$ cat config.mk
export PLATFORM = sky130hd
export DESIGN_NAME = icache_refill_ctrl_flat
export DESIGN_NICKNAME = d
export VERILOG_FILES = /design/src/rtl/icache_pkg.sv /design/src/rtl/icache_refill_ctrl_if.sv /design/src/rtl/refill_word_ctr.sv /design/src/rtl/icache_refill_ctrl.sv /design/src/flat_wrapper.sv
export SDC_FILE = /design/constraint.sdc
export NUM_CORES = 1
export LEC_CHECK = 0
export ABC_AREA = 1
export BUFFER_PORTS_ARGS = -buffer_cell sky130_fd_sc_hd__buf_2
export CAP_MARGIN = 40
export CORE_MARGIN = 2
export CORE_UTILIZATION = 28
export CTS_BUF_LIST = sky130_fd_sc_hd__clkbuf_4
export DETAILED_ROUTE_END_ITERATION = 8
export PLACE_DENSITY = 0.71
export SKIP_CTS_REPAIR_TIMING = 1
export SLEW_MARGIN = 0
export SYNTH_ARGS = -nofsm -noshare
export SYNTH_HDL_FRONTEND = slang
export SYNTH_HIERARCHICAL = 1
export SYNTH_SLANG_ARGS = --single-unit
$ cat constraint.sdc
create_clock -name clk -period 3.74 [get_ports clk]
set_input_delay 0.748 -clock clk [delete_from_list [all_inputs] [get_ports clk]]
set_output_delay 0.748 -clock clk [all_outputs]
set_load 0.1 [all_outputs]
$ cat src/rtl/icache_pkg.sv
// -----------------------------------------------------------------------------
// icache_pkg
// Shared types and width helpers for the instruction-cache refill controller.
//   state_t     : refill FSM states (IDLE, REQ, FILL, UPDATE)
//   *_DEF       : default widths used by the controller and its interface
//   calc_off_w  : word-offset width inside a line
//   calc_tag_w  : tag width left over after index, offset and byte bits
// -----------------------------------------------------------------------------
package icache_pkg;

   typedef enum logic [1:0] {
      IDLE   = 2'd0,
      REQ    = 2'd1,
      FILL   = 2'd2,
      UPDATE = 2'd3
   } state_t;

   localparam int ADDR_W_DEF  = 32;
   localparam int DATA_W_DEF  = 32;
   localparam int WPL_DEF     = 4;
   localparam int INDEX_W_DEF = 6;

   function automatic int calc_off_w(input int words_per_line);
      return $clog2(words_per_line);
   endfunction

   // Two low address bits select a byte within a 32-bit word.
   function automatic int calc_tag_w(input int addr_w, input int index_w, input int off_w);
      return addr_w - index_w - off_w - 2;
   endfunction

endpackage

$ cat src/rtl/icache_refill_ctrl_if.sv
// -----------------------------------------------------------------------------
// icache_refill_ctrl_if
// Bundles the lookup-side miss handshake, the memory burst port and the
// data/tag array write ports of the refill controller.
//   master : refill controller side (drives busy, mem_req/addr, arr_*, tag_*,
//            fill_done; receives miss_*, mem_gnt, mem_rvalid, mem_rdata)
//   slave  : environment side (lookup logic, memory, arrays)
// -----------------------------------------------------------------------------
interface icache_refill_ctrl_if
   import icache_pkg::*;
#(
   parameter int ADDR_W         = ADDR_W_DEF,
   parameter int DATA_W         = DATA_W_DEF,
   parameter int WORDS_PER_LINE = WPL_DEF,
   parameter int INDEX_W        = INDEX_W_DEF
) ();

   localparam int OFF_W = calc_off_w(WORDS_PER_LINE);
   localparam int TAG_W = calc_tag_w(ADDR_W, INDEX_W, OFF_W);

   logic               miss_req;
   logic [ADDR_W-1:0]  miss_addr;
   logic               busy;
   logic               mem_req;
   logic [ADDR_W-1:0]  mem_addr;
   logic               mem_gnt;
   logic               mem_rvalid;
   logic [DATA_W-1:0]  mem_rdata;
   logic               arr_we;
   logic [INDEX_W-1:0] arr_index;
   logic [OFF_W-1:0]   arr_word;
   logic [DATA_W-1:0]  arr_wdata;
   logic               tag_we;
   logic [INDEX_W-1:0] tag_index;
   logic [TAG_W-1:0]   tag_value;
   logic               fill_done;

   modport master (
      input  miss_req, miss_addr, mem_gnt, mem_rvalid, mem_rdata,
      output busy, mem_req, mem_addr, arr_we, arr_index, arr_word, arr_wdata,
             tag_we, tag_index, tag_value, fill_done
   );

   modport slave (
      output miss_req, miss_addr, mem_gnt, mem_rvalid, mem_rdata,
      input  busy, mem_req, mem_addr, arr_we, arr_index, arr_word, arr_wdata,
             tag_we, tag_index, tag_value, fill_done
   );

endinterface

$ cat src/rtl/refill_word_ctr.sv
// -----------------------------------------------------------------------------
// refill_word_ctr
// Word position counter for one line refill. Loaded with the first word
// offset of the burst, advanced on every accepted word, wrapping modulo the
// line size. o_last flags the word that completes the line.
//   clk, rst : clock, asynchronous active-high reset (counter to 0)
//   i_load   : load i_start (refill begins)
//   i_start  : first word offset of the burst
//   i_inc    : one word accepted this cycle
//   o_word   : word position of the current beat
//   o_last   : current beat is the final word of the line
// -----------------------------------------------------------------------------
module refill_word_ctr #(
   parameter int OFF_W = 2
) (
   input  logic             clk,
   input  logic             rst,
   input  logic             i_load,
   input  logic [OFF_W-1:0] i_start,
   input  logic             i_inc,
   output logic [OFF_W-1:0] o_word,
   output logic             o_last
);

   logic [OFF_W-1:0] r_word;
   logic [OFF_W-1:0] r_first;
   logic [OFF_W-1:0] w_word_inc;

   assign w_word_inc = r_word + OFF_W'(1);

   always_ff @(posedge clk or posedge rst) begin
      if (rst) begin
         r_word  <= '0;
         r_first <= '0;
      end else if (i_load) begin
         r_word  <= i_start;
         r_first <= i_start;
      end else if (i_inc) begin
         r_word  <= w_word_inc;
      end
   end

   // The line is complete when the next position would wrap back to the start.
   assign o_word = r_word;
   assign o_last = (w_word_inc == r_first);

endmodule

$ cat src/rtl/icache_refill_ctrl.sv
// -----------------------------------------------------------------------------
// icache_refill_ctrl
// Sequences an instruction-cache line refill: on a miss it issues one burst
// read, writes every returned word into the data array, then writes tag and
// valid for the line and pulses fill_done to release the core.
// Ports:
//   clk   : clock, all state on the rising edge
//   reset : asynchronous active-high reset
//   bus   : icache_refill_ctrl_if.master (miss handshake, memory burst port,
//           data-array and tag-array write ports, busy, fill_done)
// Configuration macro:
//   ICACHE_CWF_EN : critical-word-first. Burst starts at the word-aligned miss
//                   address and the array is written from the missing word,
//                   wrapping around the line. Undefined: line-aligned burst,
//                   words written 0 .. WORDS_PER_LINE-1.
// -----------------------------------------------------------------------------
module icache_refill_ctrl
   import icache_pkg::*;
#(
   parameter int ADDR_W         = ADDR_W_DEF,
   parameter int DATA_W         = DATA_W_DEF,
   parameter int WORDS_PER_LINE = WPL_DEF,
   parameter int INDEX_W        = INDEX_W_DEF
) (
   input  logic                 clk,
   input  logic                 reset,
   icache_refill_ctrl_if.master bus
);

   localparam int OFF_W = calc_off_w(WORDS_PER_LINE);
   localparam int TAG_W = calc_tag_w(ADDR_W, INDEX_W, OFF_W);

   state_t             r_state;
   state_t             w_next_state;
   logic [TAG_W-1:0]   r_tag;
   logic [INDEX_W-1:0] r_index;
   logic [OFF_W-1:0]   r_start;
   logic [OFF_W-1:0]   w_start;
   logic               w_leave_idle;
   logic               w_accept;
   logic [OFF_W-1:0]   w_word;
   logic               w_last;

`ifdef ICACHE_CWF_EN
   assign w_start = bus.miss_addr[OFF_W+1:2];
`else
   assign w_start = '0;
`endif

   assign w_leave_idle = (r_state == IDLE) && bus.miss_req;
   assign w_accept     = (r_state == FILL) && bus.mem_rvalid;

   always_ff @(posedge clk or posedge reset) begin
      if (reset) r_state <= IDLE;
      else       r_state <= w_next_state;
   end

   // Line address is captured once; the core holds miss_addr while busy, but
   // the registers make the refill independent of it.
   always_ff @(posedge clk) begin
      if (w_leave_idle) begin
         r_tag   <= bus.miss_addr[ADDR_W-1:OFF_W+INDEX_W+2];
         r_index <= bus.miss_addr[OFF_W+INDEX_W+1:OFF_W+2];
         r_start <= w_start;
      end
   end

   refill_word_ctr #(.OFF_W(OFF_W)) u_word_ctr (
      .clk     (clk),
      .rst     (reset),
      .i_load  (w_leave_idle),
      .i_start (w_start),
      .i_inc   (w_accept),
      .o_word  (w_word),
      .o_last  (w_last)
   );

   // All outputs decode from the state, so they are 0 the moment reset hits.
   always_comb begin
      w_next_state  = r_state;
      bus.busy      = 1'b0;
      bus.mem_req   = 1'b0;
      bus.mem_addr  = '0;
      bus.arr_we    = 1'b0;
      bus.arr_index = '0;
      bus.arr_word  = '0;
      bus.arr_wdata = '0;
      bus.tag_we    = 1'b0;
      bus.tag_index = '0;
      bus.tag_value = '0;
      bus.fill_done = 1'b0;
      case (r_state)
         IDLE: begin
            if (bus.miss_req) w_next_state = REQ;
         end
         REQ: begin
            bus.busy     = 1'b1;
            bus.mem_req  = 1'b1;
            bus.mem_addr = {r_tag, r_index, r_start, 2'b00};
            if (bus.mem_gnt) w_next_state = FILL;
         end
         FILL: begin
            bus.busy = 1'b1;
            if (bus.mem_rvalid) begin
               bus.arr_we    = 1'b1;
               bus.arr_index = r_index;
               bus.arr_word  = w_word;
               bus.arr_wdata = bus.mem_rdata;
               if (w_last) w_next_state = UPDATE;
            end
         end
         UPDATE: begin
            bus.busy      = 1'b1;
            bus.tag_we    = 1'b1;
            bus.tag_index = r_index;
            bus.tag_value = r_tag;
            bus.fill_done = 1'b1;
            w_next_state  = IDLE;
         end
         default: w_next_state = IDLE;
      endcase
   end

endmodule

$ cat src/flat_wrapper.sv
// flat-port wrapper written by rule: the top's interface ports become plain ports
module icache_refill_ctrl_flat import icache_pkg::*;
#(
   parameter int ADDR_W         = ADDR_W_DEF,
   parameter int DATA_W         = DATA_W_DEF,
   parameter int WORDS_PER_LINE = WPL_DEF,
   parameter int INDEX_W        = INDEX_W_DEF
)
  (clk, reset, bus_miss_req, bus_miss_addr, bus_mem_gnt, bus_mem_rvalid, bus_mem_rdata, bus_busy, bus_mem_req, bus_mem_addr, bus_arr_we, bus_arr_index, bus_arr_word, bus_arr_wdata, bus_tag_we, bus_tag_index, bus_tag_value, bus_fill_done);
  icache_refill_ctrl_if #(.ADDR_W(ADDR_W), .DATA_W(DATA_W), .WORDS_PER_LINE(WORDS_PER_LINE), .INDEX_W(INDEX_W)) bus_i ();
  input  logic clk;
  input  logic reset;
  input wire logic [$bits(bus_i.miss_req)-1:0] bus_miss_req;
  input wire logic [$bits(bus_i.miss_addr)-1:0] bus_miss_addr;
  input wire logic [$bits(bus_i.mem_gnt)-1:0] bus_mem_gnt;
  input wire logic [$bits(bus_i.mem_rvalid)-1:0] bus_mem_rvalid;
  input wire logic [$bits(bus_i.mem_rdata)-1:0] bus_mem_rdata;
  output wire logic [$bits(bus_i.busy)-1:0] bus_busy;
  output wire logic [$bits(bus_i.mem_req)-1:0] bus_mem_req;
  output wire logic [$bits(bus_i.mem_addr)-1:0] bus_mem_addr;
  output wire logic [$bits(bus_i.arr_we)-1:0] bus_arr_we;
  output wire logic [$bits(bus_i.arr_index)-1:0] bus_arr_index;
  output wire logic [$bits(bus_i.arr_word)-1:0] bus_arr_word;
  output wire logic [$bits(bus_i.arr_wdata)-1:0] bus_arr_wdata;
  output wire logic [$bits(bus_i.tag_we)-1:0] bus_tag_we;
  output wire logic [$bits(bus_i.tag_index)-1:0] bus_tag_index;
  output wire logic [$bits(bus_i.tag_value)-1:0] bus_tag_value;
  output wire logic [$bits(bus_i.fill_done)-1:0] bus_fill_done;
  assign bus_i.miss_req = bus_miss_req;
  assign bus_i.miss_addr = bus_miss_addr;
  assign bus_i.mem_gnt = bus_mem_gnt;
  assign bus_i.mem_rvalid = bus_mem_rvalid;
  assign bus_i.mem_rdata = bus_mem_rdata;
  assign bus_busy = bus_i.busy;
  assign bus_mem_req = bus_i.mem_req;
  assign bus_mem_addr = bus_i.mem_addr;
  assign bus_arr_we = bus_i.arr_we;
  assign bus_arr_index = bus_i.arr_index;
  assign bus_arr_word = bus_i.arr_word;
  assign bus_arr_wdata = bus_i.arr_wdata;
  assign bus_tag_we = bus_i.tag_we;
  assign bus_tag_index = bus_i.tag_index;
  assign bus_tag_value = bus_i.tag_value;
  assign bus_fill_done = bus_i.fill_done;
  icache_refill_ctrl #(.ADDR_W(ADDR_W), .DATA_W(DATA_W), .WORDS_PER_LINE(WORDS_PER_LINE), .INDEX_W(INDEX_W)) u_core (.clk(clk), .reset(reset), .bus(bus_i));
endmodule
## Word level (Yosys, flattened, before mapping)

Cells that the tools add are included.

| word-level totals | value |
|---|---|
| register bits after elaboration | 32 |
| input bits | 69 |
| output and inout port bits | 105 |
| logic and storage cells | 40 |

| operators by class | value |
|---|---|
| $add $sub $neg | 1 |
| equal/unequal tests | 7 |
| mux-type cells | 21 |
| reductions and logical operators | 7 |

Operator list:

| kind | number |
|---|---|
| 32-bit two-way mux | 3 |
| 22-bit two-way mux | 1 |
| 6-bit two-way mux | 3 |
| 2-bit two-way mux | 8 |
| 2-bit != test, second input constant | 4 |
| 2-bit one-hot mux with 4 select lines | 1 |
| 1-bit two-way mux | 5 |
| 2-bit == test, second input constant | 2 |
| 2-bit logical NOT | 2 |
| 4-bit AND reduction | 1 |
| 3-bit OR reduction | 1 |
| 2-bit by 1-bit adder with 2-bit output, second input constant | 1 |
| 2-bit by 1-bit == test with 1-bit output, second input constant | 1 |
| 1-bit logical AND | 2 |
| 2-bit nonzero test | 1 |

## Longest topological paths before layout

| logic depth | value |
|---|---|
| depth after elaboration | 5 |
| gate-level depth with buffers | 11 |
| mapped depth without buffers | 11 |

## By module

Netlist, hierarchy kept.

By module, submodules not included:

| module | instances | cells each | area each (sq um) | sequential area each (sq um) |
|---|---|---|---|---|
| icache_refill_ctrl | 1 | 271 | 1,990.7 | 890.9 |
| refill_word_ctr | 1 | 30 | 212.7 | 100.1 |

## Worst setup path before layout

Ideal clock, no wire load.

| path | value |
|---|---|
| kind | register -> output |
| start point | reg u_core.r_state[1] |
| end point | out bus_mem_addr[10] |
| data arrival time | 2.436 ns |
| data required time | 2.992 ns |
| path slack | 0.556 ns |
| stages on the path, launching flop included | 7 |
| path buffers | 2 |
| cells stage by stage | dfrtp_1 inv_1 ha_1 buf_2 buf_4 nand2_1 inv_1 |

| between the ends | value |
|---|---|
| word-level cells in the longest chain between the ends | 2 |

Ends and longest elaborated chain:

| what | line | source |
|---|---|---|
| start: declaration | icache_refill_ctrl.sv:33 | `state_t r_state;` |
| start signal: assignment | icache_refill_ctrl.sv:55 | `else r_state <= w_next_state;` |
| 2-bit by 1-bit == test with 1-bit output | icache_refill_ctrl.sv:92 | `case (r_state)` |
| 32-bit two-way mux | icache_refill_ctrl.sv:92 |  |
| end: declaration | flat_wrapper.sv:20 | `output wire logic [$bits(bus_i.mem_addr)-1:0] bus_mem_addr;` |

Every way passes these cells.

## Worst setup path after layout

| path | value |
|---|---|
| start point | reg u_core.r_state[0] |
| end point | out bus_arr_wdata[8] |

| between the ends | value |
|---|---|
| word-level cells in the longest chain between the ends | 2 |

Ends and longest elaborated chain:

| what | line | source |
|---|---|---|
| 2-bit == test | icache_refill_ctrl.sv:92 |  |
| 32-bit two-way mux | icache_refill_ctrl.sv:92 |  |
| end: declaration | flat_wrapper.sv:24 | `output wire logic [$bits(bus_i.arr_wdata)-1:0] bus_arr_wdata;` |

Every way passes these cells.

==> results_dict.tcl <==
set metrics [dict create \
    fin_skew_ns 0.00922 \
    layout_setup_ws_ns 0.962 \
    grt_busiest_layer "met2" \
    placed_area_um2 3100 \
    place_ws_ns 1.24 \
    cts_made_buffers 5 \
    rsz0062_at_grt "false" \
    startpoint_type "flip-flop" \
    cts_sinks 34 \
    hold_ws_ns 0.274 \
    die-width_um 92.7 \
    diodes 0 \
    initial_utilization_pct 28.7 \
    rows 32 \
    layout_min_cycle_time_ns 2.78 \
    crit_path_end_kind "output port" \
    place.gp.congestion 0.707 \
    status "finished clean" \
    use_met3_pct 3.17 \
    yosysWarnings 6 \
    cts_root_buffer "clkbuf_4" \
    ios 174 \
    design_area_um2 3180 \
    drt-wirelength-per-cell_um 9.86 \
    wl_mm 5.62 \
    die_h_um 92.7 \
    setup-tns-final_ns 0 \
    synth_cells 301 \
    cp.required_ns 2.99 \
    max_freq_mhz 360 \
    vias 2180 \
    grtUsageMet2_pct 24.3 \
    crit_fanout 37 \
    port_buffers 165 \
    setup_viol 0 \
    yosys.cell_types.count 18 \
    synth.avg_cell_area_um2 7.32 \
    most-common-layout-cells "buf_2, inv_1, nand2_1" \
    tightest_slew_ns 0.675 \
    layout_commonest_cell "buf_2" \
    finalCritPeriodShare_pct 74.3 \
    slew_violations 0 \
    first_pass_iters 5 \
    syn_area_um2 2200 \
    hp-class "input port to asynchronous set/reset pin" \
    drc 0 \
    first_global_vias 2020 \
    dieArea_um2 8600 \
    place_hpwl_mm 4.53 \
    grt_overflow_total 0 \
    cp.arrival_ns 2.03 \
    cts_tree "yes" \
    viasPerCell 3.82 \
    synth_seq_area_share_pct 45.0 \
    grt_first_pass_wirelength_mm 8.64 \
    clkLatencyLatePin_ns 0.31 \
    detail-route-antenna-nets 0 \
    antenna_found_initial 0 \
    reg2reg_depth 5 \
    critical_path_class "flip-flop to output port" \
    cts_htree_levels 2 \
    grt_use_met1_pct 13.5 \
    nets 542 \
    drv_cap 0 \
    grt_max_degree 38 \
    drt_iter0_drc 32 \
    syn_to_final_growth_pct 44.3 \
    finalHoldViolCount 0 \
    drive_gt1_share_pct 40.2 \
    core-area_um2 7690 \
    grtUsageTotal_pct 12.5 \
    cts_buffer_depth 2 \
    clk_pin_slew_ns 0.10 \
    relSlewSlack_pct 54.9 \
    ys_seq_elements 34 \
]
## layout make-up
| type | count | area [um^2] |
|---|---|---|
| fillers | 822 | 4510 |
| flip-flops and latches | 34 | 991 |
| repair buffers | 169 | 868 |
| multi-input cells | 147 | 702 |
| inverters | 110 | 413 |
| well taps | 102 | 128 |
| clock buffers | 6 | 45.0 |
| clock inverters | 2 | 33.8 |
## path summary, 6_finish.rpt
kind / startpoint / endpoint / slack [ns]
max in group asynchronous: reset / u_core/u_word_ctr/r_first[0] / 3.29
min in group clk: u_core/u_word_ctr/r_first[0] / u_core/u_word_ctr/r_first[0] / 0.51
worst min-delay path: reset / u_core/r_state[1] / 0.27
worst max-delay path: u_core/r_state[0] / bus_arr_wdata[8] / 0.96
worst max register to register: u_core/r_state[0] / u_core/r_index[5] / 1.71
worst min register to register: u_core/u_word_ctr/r_first[0] / u_core/u_word_ctr/r_first[0] / 0.51
## stage by stage
step / cells / util (%)
2_1_floorplan: 306 / -
3_3_place_gp: 561 / 40.1
3_5_place_dp: 562 / 40.3
4_1_cts: 570 / 41.4
5_1_grt: 570 / 41.4
6_report: 570 / 41.4
## synthesized netlist by cell type
library cell | number | share of area (%)
buf_6 | 1 | 0.51
ha_1 | 6 | 3.4
a21boi_0 | 1 | 0.34
xor2_1 | 1 | 0.40
nor2_1 | 34 | 5.8
nor2_4 | 10 | 5.1
conb_1 | 1 | 0.17
buf_4 | 9 | 3.1
nand2_1 | 83 | 14
or2_2 | 1 | 0.28
nand3_1 | 1 | 0.23
o211ai_1 | 1 | 0.34
buf_2 | 4 | 0.91
o21ai_0 | 3 | 0.68
dfrtp_1 | 6 | 6.8
edfxtp_1 | 28 | 38
inv_1 | 110 | 19
buf_12 | 1 | 0.91
## routing by layer
| metal | wire length (um) | up-vias | part of all wire [%] |
|---|---|---|---|
| met5 | 0 | - | 0 |
| met4 | 17 | 0 | 0.30 |
| li1 | - | 1141 | - |
| met3 | 346 | 2 | 6.2 |
| met1 | 2230 | 958 | 40 |
| met2 | 3030 | 79 | 54 |
## sequential cells by signal (all words and copies together) (netlist names)
register                   flops
u_core/r_state                 2
u_core/r_tag                  22
u_core/u_word_ctr/o_word       2
u_core/u_word_ctr/r_first      2
u_core/r_index                 6
## worst max-delay path: stages, from the launching register on
cell	delay [ns]
dfrtp_1	0.42
inv_1	0.15
ha_1	0.23
nand2_2	0.15
buf_12	0.21
nor2_1	0.11
buf_2	0.43
## cells by family after synthesis
group | share of synthesized area, %
AOI/OAI and AO/OA | 1.36
xor gates and xnor gates | 0.398
adders and majority gates | 3.41
buffers and inverters | 24.1
DFF | 45.0
other | 0.170
and+or+nand+nor | 25.6
Power is not shown: default switching activity piles up to over one toggle a cycle in this logic, so the estimate is an artifact.
